==> config.mk <==
export PLATFORM = sky130hd
export DESIGN_NAME = seg_scan_display
export DESIGN_NICKNAME = d
export VERILOG_FILES = /design/src/rtl/seg_scan_display.sv
export SDC_FILE = /design/constraint.sdc
export NUM_CORES = 1
export LEC_CHECK = 0
export ABC_AREA = 1
export BUFFER_PORTS_ARGS = -buffer_cell sky130_fd_sc_hd__buf_2
export CAP_MARGIN = 10
export CORE_MARGIN = 5
export CORE_UTILIZATION = 43
export CTS_BUF_LIST = sky130_fd_sc_hd__clkbuf_16
export CTS_CLUSTER_DIAMETER = 80
export DETAILED_ROUTE_END_ITERATION = 16
export MAX_ROUTING_LAYER = met4
export PLACE_DENSITY = 0.69
export SLEW_MARGIN = 25
export SYNTH_ARGS = -nofsm -noshare
export SYNTH_HDL_FRONTEND = slang
export SYNTH_SLANG_ARGS = --single-unit
==> constraint.sdc <==
create_clock -name sysclk -period 5.22 [get_ports sysclk]
set_input_delay 0.783 -clock sysclk [delete_from_list [all_inputs] [get_ports sysclk]]
set_output_delay 0.783 -clock sysclk [all_outputs]
set_load 0.02 [all_outputs]
==> src/rtl/seg_scan_display.sv <==
// -----------------------------------------------------------------------------
// seg_scan_display
//
// Display stage of the frequency meter. At the end of each gate window the
// upstream counter strobes `load` with four BCD digits plus overflow and
// decimal-point information. This block holds those values and scans them
// onto a multiplexed 4-digit common-anode 7-segment display.
//
// Display features: leading-zero blanking, a decimal point, an all-dash
// overflow indication, and a dash for any non-BCD digit value.
//
// Ports
//   sysclk      in   1   system clock, all logic on the rising edge
//   rst_n       in   1   synchronous reset, active-low
//   load        in   1   one-cycle strobe capturing the four fields below
//   digits_in   in  16   BCD digits, [15:12]=digit3 (MSD) .. [3:0]=digit0
//   overflow    in   1   count exceeded 9999
//   dp_en       in   1   decimal point enable
//   dp_sel      in   2   digit index that carries the decimal point
//   cathodes    out  8   segments, active-low, bit0=a .. bit6=g, bit7=dp
//   AN          out  4   digit anodes, active-low, one-hot-low, AN[0]=digit0
//   frame_done  out  1   one-cycle pulse on the tick that selects digit3
//
// Load handshake: `load` is a fire-and-forget strobe with no ready. Whenever
// load=1 at a rising edge (and rst_n=1) the four fields are captured into the
// holding registers. The captured values reach the display on the next
// scan tick. A tick in the same cycle as the load still shows the old values.
//
// Scanning: a prescaler divides sysclk by SCAN_DIV. On each tick the slot
// index advances and AN/cathodes are reloaded together from registers, so
// the pins only change on tick edges and never glitch within a slot.
// SCAN_DIV must be at least 2.
// -----------------------------------------------------------------------------
module seg_scan_display #(
  parameter int unsigned SCAN_DIV = 100000,
  parameter int unsigned BLANK_LZ = 1
) (
  input  logic        sysclk,
  input  logic        rst_n,
  input  logic        load,
  input  logic [15:0] digits_in,
  input  logic        overflow,
  input  logic        dp_en,
  input  logic [1:0]  dp_sel,
  output logic [7:0]  cathodes,
  output logic [3:0]  AN,
  output logic        frame_done
);

  localparam int unsigned CW = (SCAN_DIV > 1) ? $clog2(SCAN_DIV) : 1;
  localparam logic [CW-1:0] CNT_LAST = CW'(SCAN_DIV - 1);

  // Segment patterns, active-low, dp bit (bit7) off.
  localparam logic [7:0] SEG_BLANK = 8'hFF;
  localparam logic [7:0] SEG_DASH  = 8'hBF;

  // ---------------------------------------------------------------------------
  // State
  // ---------------------------------------------------------------------------
  logic [CW-1:0] cnt;
  logic [1:0]    sel;
  logic [15:0]   hold_digits;
  logic          hold_ov;
  logic          hold_dp_en;
  logic [1:0]    hold_dp_sel;

  // ---------------------------------------------------------------------------
  // Next-slot values, computed from the current holding registers
  // ---------------------------------------------------------------------------
  logic       tick;
  logic [1:0] next_sel;
  logic [3:0] next_digit;
  logic [3:0] zero_run;
  logic       dp_protect;
  logic       blank;
  logic [7:0] seg_next;
  logic [3:0] an_next;

  function automatic logic [7:0] bcd_to_seg(input logic [3:0] d);
    logic [7:0] s;
    case (d)
      4'd0:    s = 8'hC0;
      4'd1:    s = 8'hF9;
      4'd2:    s = 8'hA4;
      4'd3:    s = 8'hB0;
      4'd4:    s = 8'h99;
      4'd5:    s = 8'h92;
      4'd6:    s = 8'h82;
      4'd7:    s = 8'hF8;
      4'd8:    s = 8'h80;
      4'd9:    s = 8'h90;
      default: s = SEG_DASH;  // 10..15 are not BCD
    endcase
    return s;
  endfunction

  assign tick     = (cnt == CNT_LAST);
  assign next_sel = sel + 2'd1;

  always_comb begin
    next_digit = 4'd0;
    case (next_sel)
      2'd0:    next_digit = hold_digits[3:0];
      2'd1:    next_digit = hold_digits[7:4];
      2'd2:    next_digit = hold_digits[11:8];
      default: next_digit = hold_digits[15:12];
    endcase
  end

  // zero_run[k] is set when digit k and every digit above it are zero.
  // Digit0 is excluded so a reading of zero still shows one "0".
  always_comb begin
    zero_run    = 4'b0000;
    zero_run[3] = (hold_digits[15:12] == 4'd0);
    zero_run[2] = zero_run[3] && (hold_digits[11:8] == 4'd0);
    zero_run[1] = zero_run[2] && (hold_digits[7:4] == 4'd0);
    zero_run[0] = 1'b0;
  end

  // Digits at or right of the decimal point are significant (e.g. "0.05").
  assign dp_protect = hold_dp_en && (next_sel <= hold_dp_sel);

  assign blank = (BLANK_LZ != 0) && !hold_ov && zero_run[next_sel] && !dp_protect;

  always_comb begin
    seg_next = SEG_BLANK;
    if (hold_ov) begin
      seg_next = SEG_DASH;
    end else if (blank) begin
      seg_next = SEG_BLANK;
    end else begin
      seg_next = bcd_to_seg(next_digit);
      if (hold_dp_en && (next_sel == hold_dp_sel)) begin
        seg_next[7] = 1'b0;
      end
    end
  end

  assign an_next = ~(4'b0001 << next_sel);

  // ---------------------------------------------------------------------------
  // Registers
  // ---------------------------------------------------------------------------
  always_ff @(posedge sysclk) begin
    if (!rst_n) begin
      cnt         <= '0;
      sel         <= 2'd3;  // first tick advances to digit0
      hold_digits <= 16'h0000;
      hold_ov     <= 1'b0;
      hold_dp_en  <= 1'b0;
      hold_dp_sel <= 2'd0;
      AN          <= 4'b1111;
      cathodes    <= SEG_BLANK;
      frame_done  <= 1'b0;
    end else begin
      if (tick) begin
        cnt <= '0;
      end else begin
        cnt <= cnt + CW'(1);
      end

      if (load) begin
        hold_digits <= digits_in;
        hold_ov     <= overflow;
        hold_dp_en  <= dp_en;
        hold_dp_sel <= dp_sel;
      end

      frame_done <= 1'b0;
      if (tick) begin
        sel        <= next_sel;
        AN         <= an_next;
        cathodes   <= seg_next;
        frame_done <= (next_sel == 2'd3);
      end
    end
  end

endmodule

# After elaboration in Yosys (flattened, before gate mapping)
# Memory sizes are Yosys's and may differ from the RTL's.
# Cells that the tools add are included.
dict set report totals {
  wordCells 42
  latch_bits 0
  input_bits 23
  ram_bits 0
  mem_count 1
  rom_bits 112
  reg_bits 52
  out_inout_bits 13
}
dict set report op_classes {
  n_shift 1
  eq_ne 5
  bitwise 2
  multipliers 0
  add_sub_neg 2
  n_reduce_logical 14
  n_lt_le_gt_ge 2
  div 0
  n_mux 6
}
# name words width rd rd_clocked_by_memory_dff wr line
set mem_list {}
lappend mem_list {{(no name shown)} 16 7 1 0 0 81} ;# case (d)
# cell n
set ops {}
lappend ops {{adder 17 x 1 -> 17 bit, second input constant} 1}
lappend ops {{equality test 17 bit, second input constant} 1}
lappend ops {{two-way mux 8 bit} 2}
lappend ops {{zero test 4 bit} 3}
lappend ops {{one-hot mux 4 bit (3 select lines)} 1}
lappend ops {{logical AND 1 bit} 6}
lappend ops {{equality test 2 bit, second input constant} 2}
lappend ops {{NOT 4 bit} 1}
lappend ops {{left shift 1 x 2 -> 4 bit, first input constant} 1}
lappend ops {{less-than comparator 2 x 3 -> 1 bit, second input constant} 1}
lappend ops {{adder 2 x 1 -> 2 bit, second input constant} 1}
lappend ops {{binary-select mux 1 bit (select 2 bit)} 1}
lappend ops {{equality test 2 x 1 -> 1 bit, second input constant} 1}
lappend ops {{equality test 2 bit} 1}
lappend ops {{less-or-equal comparator 2 bit} 1}
lappend ops {{zero test 1 bit} 2}
lappend ops {{zero test 2 bit} 1}
lappend ops {{two-way mux 1 bit} 2}
lappend ops {{AND reduction 2 bit} 1}
lappend ops {{OR reduction 2 bit} 1}
lappend ops {{NOT 1 bit} 1}

# Logic depth before layout (Yosys ltp)
# Gate-level depths: netlist of run 1.
dict set report depth {
  depth_word 9
  depth_mapped 13
  ltp_nobuf 13
}

# Least setup slack after synthesis of run 1
# OpenSTA, ideal clock, no wires.
dict set report synth_timing {
  path_kind {register to register}
  from {reg sel[0]}
  to {reg cathodes[1]}
  stages_incl_launch_ff 10
  period_less_slack_ns 1.882
  t_required_ns 5.150
  path_slack_ns 3.338
  arrival_ns 1.812
  setup_ns 0.070
  path_cell_list {dfxtp_1 > inv_1 > ha_1 > inv_2 > nor2_1 > nor2_1 > inv_1 > ha_1 > or2_2 > a21oi_1}
}
dict set report synth_via {
  elab_chain_cells 7
  word_cells_on_any_way 15
  cone_classes {add/sub: 1; order compare: 1; eq/ne: 2; mux: 5; reduce/logical: 5; memory: 1}
}
# item line
set synth_rtl {}
lappend synth_rtl {{start, declared} 61} ;# logic [1:0] sel;
lappend synth_rtl {{start signal, assigned} 171} ;# sel <= next_sel;
lappend synth_rtl {{adder 2 x 1 -> 2 bit *} 98} ;# assign next_sel = sel + 2'd1;
lappend synth_rtl {{net next_sel[0]} 71} ;# logic [1:0] next_sel;
lappend synth_rtl {{branches (longest 4 deep; another with memory (16 x 7 bit))} -}
lappend synth_rtl {{two-way mux 8 bit *} 129} ;# end else if (blank) begin
lappend synth_rtl {{two-way mux 8 bit *} 127} ;# if (hold_ov) begin
lappend synth_rtl {{end signal, assigned} 173} ;# cathodes <= seg_next;
lappend synth_rtl {{end, declared} 45} ;# output logic [7:0] cathodes,
# Mark *: on every way through the listed nets, which the timed path passes. The select of a mux whose other input is x is not followed.
# A chain may end at the register's enable or synchronous reset.

# Worst setup path after layout of run 1
# Same ends and word-level chain as after synthesis.

==> reports/results.ini, run 1 <==
[clocking]
cts_buffers = 5
htreeDepth = 2
cts_resized = 0
clock_path_buffers = 2
path_clk_slew_ns = 0.07
clk_latency_ns = 0.29
cts_tree = built
cts_setup_buffers = 0
cts-root-buf = clkbuf_16
cts_hold_buffers = 0
clkSinkCount = 52

[critical_path]
critPathLaunch = sel[0]
crit_fanout = 8
required_ns = 5.44
timing.rr.start = sel[0]
worstSetupPathType = reg -> reg
endpoint_kind = register
critical_path_arrival_ns = 2.34
cp-start-kind = register

[sta]
min_period_ns = 2.12
hold_viol = 0
rsz0062_at_grt = false
setup_ws_ns = 3.10
drv_slew = 0
finClkSkew_ns = 0.00773
worstMarginPinSlew_ns = 0.664
finalSetupViolCount = 0
final.setup.tns_ns = 0
timing.final.crit_share = 0.406
hold_ws_ns = 0.451
max_slew_margin = 0.557
timing.fmax_mhz = 472

[global_route]
grt_pass1_wl_um = 9310
globalRouteOverflowTotal = 0
grt_pass1_vias = 1996
grt_antenna_before_repair = 0
gr-usage-all-layers = 0.157
grt_max_degree = 29

[floorplan]
core_um2 = 5570
die_w_um = 86
die_y_um = 86
fp.dieArea_um2 = 7400
io_pins = 36
start_util = 0.446
rows = 27

[placement]
hpwl_um = 4070
place.port_buffers = 35
routabilityCongestion = 0.893
place_ws_ns = 3.14

[synthesis]
synth.yosys.warnings = 0
ys_ff_latch = 52
synth.distinct_cells = 31
synth_fp_nets = 377
syn_area_per_cell_um2 = 7.22
syn-cell-area_um2 = 2480
synthAdderAreaFrac = 0.0504
synth-xor-area-share = 0.0212
postSynthCellCount = 344
synth_top_family_by_area = simple AND/OR/NAND/NOR gates
synth_compound_area_frac = 0.119
ys_seq_area_frac = 0.419
muxShareOfSynthArea = 0
synthSimpleGateAreaFrac = 0.328

[detailed_routing]
drc_errors = 0
vias_per_cell = 4.81
totalWireLength_um = 5280
drtIter0Drc = 182
ant_nets = 0
dr.pass1.iters = 4
wire_per_inst_um = 11.7
vias = 2170

[final_layout]
syn_to_final_growth_pct = 14.9
finalNetCount = 411
fillerInstances = 563
utilization = 0.512
final_common_cell = nor2_1
layout_common_cells = 84 x nor2_1, 59 x nand2_1, 52 x dfxtp_1, 35 x buf_2, 26 x inv_1
n_antenna_cell = 0
drive_above_1_share = 0.153

[min_path]
worstHoldPathType = reg -> reg
hp-start = cnt[0]

[power]
power.leakage_nw = 1.18
p_per_area_nw_per_um2 = 295
p_total_mw = 0.843
peakVddDrop_v = 0.000140

[status]
outcome = finished clean

[run]
cap_violations = 0

## critical path, stage by stage, from the launching register on
cell and delay, ns:
dfxtp_1 0.41, inv_1 0.12, ha_1 0.25, inv_2 0.13
nor2_1 0.05, nor2_1 0.23, inv_1 0.12, ha_1 0.30
or2_2 0.29, a21oi_1 0.14
## logic make-up (layout without fill, tap and decap cells)
| family | after synthesis | count (layout) |
|---|---|---|
| AND/OR/NAND/NOR | 186 | 186 |
| AO/OA/AOI/OAI | 52 | 52 |
| flip-flops | 52 | 52 |
| buffers and inverters | 38 | 73 |
| adder cells (fa/ha/maj) | 10 | 10 |
| XOR/XNOR | 6 | 6 |
## cell type report
type | instances | area, um^2 | share of cell area
Inverter | 30 | 113 | 0.0395
Tap cell | 72 | 90.1 | 0.0316
Timing Repair Buffer | 35 | 175 | 0.0614
Clock buffer | 5 | 125 | 0.0438
Multi-Input combinational cell | 254 | 1290 | 0.451
Clock inverter | 3 | 22.5 | 0.00789
Sequential cell | 52 | 1040 | 0.365
## per-stage QoR
step,cells,instance area [um^2]
6_report,451,2850
5_1_grt,451,2850
4_1_cts,451,2850
3_5_place_dp,443,2710
3_3_place_gp,443,2710
2_1_floorplan,344,2480
## per-layer routing
metal  part of all wire  GRT usage  vias up
met5                  0          -        -
met4              0.010     0.0345        0
met3              0.062     0.0394        7
met2               0.38      0.215       54
met1               0.54      0.230      927
li1                   -          -     1182
## sequential cells by signal, indices dropped and copies added, names as in the netlist
name and count:
cnt 17, hold_digits 16, cathodes 8, AN 4
hold_dp_sel 2, sel 2, frame_done 1, hold_dp_en 1
hold_ov 1
## cell usage after synthesis
library cell / n / area, um^2
a21oi_1: 20 / 100
a21oi_2: 3 / 26.3
buf_2: 1 / 5.00
buf_4: 1 / 7.51
buf_6: 1 / 11.3
clkbuf_1: 5 / 18.8
dfxtp_1: 52 / 1040
ha_1: 10 / 125
inv_1: 26 / 97.6
inv_2: 4 / 15.0
nand2_1: 59 / 221
nand2_4: 1 / 11.3
nand2_8: 1 / 20.0
nand3_1: 15 / 75.1
nand3b_1: 1 / 7.51
nand4_1: 9 / 56.3
nor2_1: 84 / 315
nor2_2: 1 / 6.26
nor2_4: 3 / 33.8
nor3_1: 8 / 40.0
nor3b_1: 2 / 15.0
nor4_1: 1 / 6.26
o211ai_1: 2 / 15.0
o21ai_0: 23 / 115
o21ai_4: 1 / 16.3
o21bai_1: 1 / 7.51
o22a_1: 1 / 8.76
o22ai_1: 1 / 6.26
or2_2: 1 / 6.26
xnor2_1: 1 / 8.76
xor2_1: 5 / 43.8
## worst paths after layout
path | end | slack (ns) | cells past startpoint
max | cathodes[1] | 3.10 | 9
max reg2reg | cathodes[1] | 3.10 | 9
min | cnt[0] | 0.45 | 1
min reg2reg | cnt[0] | 0.45 | 1
## report_power, final
part | total [mW] | switching [mW] | internal [mW]
logic | 0.0956 | 0.0596 | 0.0360
clock network | 0.328 | 0.149 | 0.179
registers | 0.419 | 0.00947 | 0.410
No activity file was read; power rests on OpenSTA's default activity.
==> run 2: changes to the inputs <==
- PLACE_DENSITY: 0.69 -> 0.71
- clock period: 5.22 -> 1.75 ns (I/O delays scaled with it)
==> run 2 against run 1 <==
The run now ends with setup timing left. Fmax rose by 18%. Die area did not move. Clock skew fell by 0.0029 ns. Critical path type unchanged. Critical endpoint unchanged.
==> reports/results.ini, run 2 (same netlist as run 1, synthesis figures left out) <==
[status]
outcome = finished with violations
violations = setup timing

[sta]
setup_ws_ns = -0.0420
rsz0062_at_grt = true
timing.final.crit_share = 1.02
hold_viol = 0
timing.fmax_mhz = 558
worstMarginPinSlew_ns = 0.644
min_period_ns = 1.79
finClkSkew_ns = 0.00488
max_slew_margin = 0.570
hold_ws_ns = 0.189
drv_slew = 0
finalSetupViolCount = 2
final.setup.tns_ns = -0.0444

[critical_path]
worst_r2r_path_depth = 9
critical-path-top-delay-family = simple AND/OR/NAND/NOR gates
slowest_delay_ns = 0.40
crit_path_top_delay_cell = dfxtp_4
path_buf_inv = 1
endpoint_kind = register
worstSetupPathType = reg -> reg
path_depth = 9
cp-start-kind = register
required_ns = 1.98
critical_path_arrival_ns = 2.02
path_cells = ha_1, nand2_1, nand2_1, nor2_2, nor2_2, inv_1, ha_1, or2_2, a21oi_2
crit_fanout = 4

[clocking]
cts-root-buf = clkbuf_16
clkSinkCount = 52
htreeDepth = 2
clock_path_buffers = 2
path_clk_slew_ns = 0.07
clk_latency_ns = 0.29
cts_tree = built
cts_buffers = 5

[placement]
place.port_buffers = 35
hpwl_um = 4140
routabilityCongestion = 0.920
place_area_um2 = 2830

[detailed_routing]
wire_per_inst_um = 12.3
dr.pass1.iters = 4
ant_nets = 0
totalWireLength_um = 5750
drtIter0Drc = 118
vias_per_cell = 4.93
vias = 2298
drc_errors = 0

[final_layout]
reg_top3 = cnt (17), hold_digits (16), cathodes (8)
utilization = 0.553
drive_above_1_share = 0.246
layout_common_cells = 80 x nor2_1, 52 x nand2_1, 50 x dfxtp_1, 35 x buf_2, 24 x inv_1
stdcell_area_um2 = 3080
fillerInstances = 533
syn_to_final_growth_pct = 24.2
n_antenna_cell = 0
final_common_cell = nor2_1
largest-register = cnt
largest_reg_flops = 17
finalNetCount = 427

[floorplan]
die_w_um = 86
rows = 27
core_um2 = 5570
io_pins = 36
die_y_um = 86
start_util = 0.446
fp.dieArea_um2 = 7400

[global_route]
grt_pass1_vias = 2194
grt_pass1_wl_um = 10100
gr-usage-all-layers = 0.174
globalRouteOverflowTotal = 0
grt_max_degree = 29
grt_antenna_before_repair = 0

[power]
peakVddDrop_v = 0.000473
power.leakage_nw = 1.25
p_per_area_nw_per_um2 = 834
p_total_mw = 2.57

[run]
cap_violations = 0

[min_path]
min_delay_path_depth = 3
worstHoldPathType = in -> reg

## run 2: cell types whose count changed in the layout (fill, tap and decap cells not counted), moves of 4 or more
cell     delta
nand2_2     +7
a21oi_1     -4
ha_1        -4
nor2_1      -4
nand2_1     -7
buf_4      +15
a21oi_2     +4
ha_4        +4
nor2_2      +4
## run 2: per-layer routing
layer  track usage  part of all wire  vias up
li1              -                 -     1212
met1         0.235              0.49     1017
met2         0.252              0.44       58
met3        0.0394             0.050       11
met4        0.0647             0.020        0
met5             -                 0        -
## run 2: area by class of cell
cell class	count	area, um^2	share of cell area
multi-input combinational	254	1390	0.449
clock inverter	2	16.3	0.00527
clock buffer	5	125	0.0406
timing repair buffer	51	299	0.0970
tap	72	90.1	0.0292
sequential	52	1050	0.340
inverter	30	120	0.0389
## run 2: metrics by stage
step / instances / setup WS (ns)
after floorplan: 344 / 0.0191
after global placement: 458 / -0.0153
after detailed placement: 458 / -0.0967
after CTS: 466 / -0.000813
after global routing: 466 / -0.160
final: 466 / -0.0420
## run 2: worst paths after layout
| path | slack [ns] | start | end |
|---|---|---|---|
| max reg2reg | -0.04 | sel[0] | cathodes[1] |
| max | -0.04 | sel[0] | cathodes[1] |
| min reg2reg | 0.45 | cnt[0] | cnt[0] |
| min | 0.19 | digits_in[9] | hold_digits[9] |
## run 2: timing repair
item	CTS	global route
gates resized for setup	16	12
endpoints found under the setup margin	6	7
buffers inserted	1	0
hold buffers	0	0
pin swaps	8	6
## run 2: worst register-to-register path: stages, from the launching register on
cell and delay, ns:
dfxtp_4 0.40, ha_1 0.21, nand2_1 0.08, nand2_1 0.08
nor2_2 0.05, nor2_2 0.11, inv_1 0.07, ha_1 0.29
or2_2 0.31, a21oi_2 0.13
## run 2: power breakdown
part / internal (mW) / switching [mW]
registers: 1.22 / 0.0313
logic: 0.157 / 0.206
clock network: 0.527 / 0.428
total: 1.91 / 0.666
==> run 3: changes to the inputs <==
- ABC_AREA: 1 -> 0
- ABC_CLOCK_PERIOD_IN_PS: unset -> 1750
==> run 3 against run 2 <==
The run still ends with setup timing left. Clock skew increased by 0.0043 ns. Critical path type unchanged. Final cell count decreased by 12%. Routed wire length decreased by 1.4%. Highest routed layer unchanged. Final area increased by 6.1%.
==> reports/results.ini, run 3 <==
[status]
outcome = finished with violations
violations = setup timing

[critical_path]
reg2reg_slack_ns = -0.70
endpoint_kind = register
required_ns = 1.93
timing.rr.start = cnt[14]
worst_r2r_path_depth = 5
crit_fanout = 6
r2r_end = cathodes[3]
critPathCapture = cathodes[3]
critPathLaunch = cnt[14]
cp-start-kind = register
worstSetupPathType = reg -> reg
critical_path_arrival_ns = 2.63

[final_layout]
finalNetCount = 372
fin_cells = 412
ff_latch_area_um2 = 1040
largest-register = cnt
layout_common_cells = 52 x dfxtp_1, 48 x buf_4, 35 x buf_2, 23 x nor2b_1
multi_input_area_um2 = 1350
reg_top3 = cnt (17), hold_digits (16), cathodes (8)
drive_above_1_share = 0.321
final_common_cell = dfxtp_1
n_antenna_cell = 0
largest_reg_flops = 17
syn_to_final_growth_pct = 37.5
fillerInstances = 457

[sta]
timing.final.crit_share = 1.40
max_slew_margin = 0.628
min_period_ns = 2.45
finClkSkew_ns = 0.00920
rsz0062_at_grt = true
setup_ws_ns = -0.701
hold_viol = 0
finalSetupViolCount = 30
timing.fmax_mhz = 408
worstMarginPinSlew_ns = 0.558
drv_slew = 0
final.setup.tns_ns = -18.09

[detailed_routing]
vias_per_cell = 5.16
wl_met1_um = 2440
ant_nets = 0
wire_per_inst_um = 13.8
vias = 2125
dr.pass1.iters = 4
wl_met3_um = 169
wl_met2_um = 2910
totalWireLength_um = 5670
drtIter0Drc = 85
topRoutingLayerUsed = met4
drc_errors = 0

[global_route]
gr-usage-all-layers = 0.169
grt_max_degree = 29
grt_pass1_wl_um = 9430
grt_pass1_vias = 2131
grt_antenna_before_repair = 0
globalRouteOverflowTotal = 0

[synthesis]
synth_area_leaders = dfxtp_1 44%, mux2i_1 8.8%, nor2b_1 6.0%
ys_ff_latch = 52
syn-cell-area_um2 = 2380
synth_edf_count = 0
synth_top_area_frac = 0.437
ys_seq_area_frac = 0.437
ys_top_cells_by_count = 52 x dfxtp_1, 23 x nor2b_1, 22 x nand2_1
post-synth-top-count-cell = dfxtp_1
postSynthCellCount = 254
synth_largest_area_cell = dfxtp_1
synthArstFlopShare = 0
synth_fp_nets = 287
synth.yosys.warnings = 0
synth.distinct_cells = 42
synthFlopType = dfxtp_1
syn_area_per_cell_um2 = 9.37

[clocking]
clock_path_buffers = 2
htreeDepth = 2
path_clk_slew_ns = 0.07
clk_latency_ns = 0.30
cts_hold_buffers = 0
cts_buffers = 5
cts_tree = built
clkSinkCount = 52
cts-root-buf = clkbuf_16

[placement]
routabilityCongestion = 0.864
place_ws_ns = -0.745
dp.cells = 399
hpwl_um = 4110
place.port_buffers = 35

[floorplan]
core_um2 = 5440
die_y_um = 84.4
rows = 27
die_w_um = 84.4
start_util = 0.438
fp.dieArea_um2 = 7120
io_pins = 36

[power]
peakVddDrop_v = 0.000461
p_clk_frac = 0.435
p_comb_frac = 0.087
p_per_area_nw_per_um2 = 794
power.switching_mw = 0.582
p_seq_frac = 0.478
sw_frac_of_total = 0.224
p_int_mw = 2.02
power.leakage_nw = 1.44

[run]
cap_violations = 0

[min_path]
worstHoldPathType = in -> reg

run 3: cell types whose count changed after synthesis, moves of 13 or more:
cell     previous run  this run
mux2i_1             0        21
nand2_1            59        22
nor2b_1             0        23
a21oi_1            20         7
o21ai_0            23         3
inv_1              26         8
nor2_1             84        21
run 3: worst min path at each step:
stage,end,cells after the start,start,slack (ns)
global placement,AN[3],1,AN[3],0.46
global route,hold_digits[13],3,digits_in[13],0.23
finish,hold_dp_sel[0],3,dp_sel[0],0.22
CTS,cathodes[7],2,rst_n,0.20
detailed placement,AN[2],2,AN[2],0.47
floorplan,cnt[0],1,cnt[0],0.43
run 3: cell type report:
| class | count | share of cell area |
|---|---|---|
| Inverter | 8 | 0.00917 |
| Clock buffer | 5 | 0.0382 |
| Tap cell | 72 | 0.0275 |
| Timing Repair Buffer | 88 | 0.182 |
| Clock inverter | 3 | 0.0141 |
| Multi-Input combinational cell | 184 | 0.411 |
| Sequential cell | 52 | 0.318 |
run 3: cells by family after synthesis:
group | synth area share
simple gates | 0.216
flops | 0.437
compound gates | 0.116
mux | 0.0931
buf+inv | 0.0300
xor+xnor | 0.0552
fa+ha+maj | 0.0526
run 3: metrics by stage:
step | util | power [mW] | cell area (um^2) | hold WS [ns]
global route | 0.602 | 2.69 | 3270 | 0.227
CTS | 0.583 | 2.61 | 3170 | 0.199
finish | 0.602 | 2.60 | 3270 | 0.220
detailed placement | 0.545 | 1.48 | 2960 | 0.473
global placement | 0.545 | 1.48 | 2960 | 0.462
floorplan | - | 1.40 | 2400 | 0.430
run 3: worst max-delay path: stages (launching register included):
cell and delay, ns:
dfxtp_1 0.31, or4b_4 0.53, or4_4 0.43, or4_4 0.45, a2111o_1 0.40, o22a_1 0.22
run 3: metal layers:
layer | GRT usage | up-vias
met5 | - | -
met1 | 0.186 | 1004
met2 | 0.290 | 48
li1 | - | 1057
met3 | 0.0314 | 16
met4 | 0.0878 | 0
run 3: what timing repair did:
action / 4_1_cts / 5_1_grt
setup endpoints to repair: 30 / 30
gates cloned: 0 / 1
buffers inserted: 1 / 3
resized for setup: 6 / 15
pin swaps: 2 / 5
run 3: power groups by stage:
| stage | Combinational, mW | Sequential, mW | Clock (mW) |
|---|---|---|---|
| 2_1_floorplan | 0.133 | 1.26 | 0 |
| 3_3_place_gp | 0.209 | 1.27 | 0 |
| 3_5_place_dp | 0.214 | 1.27 | 0 |
| 4_1_cts | 0.218 | 1.24 | 1.15 |
| 5_1_grt | 0.255 | 1.25 | 1.19 |
| 6_report | 0.225 | 1.24 | 1.13 |
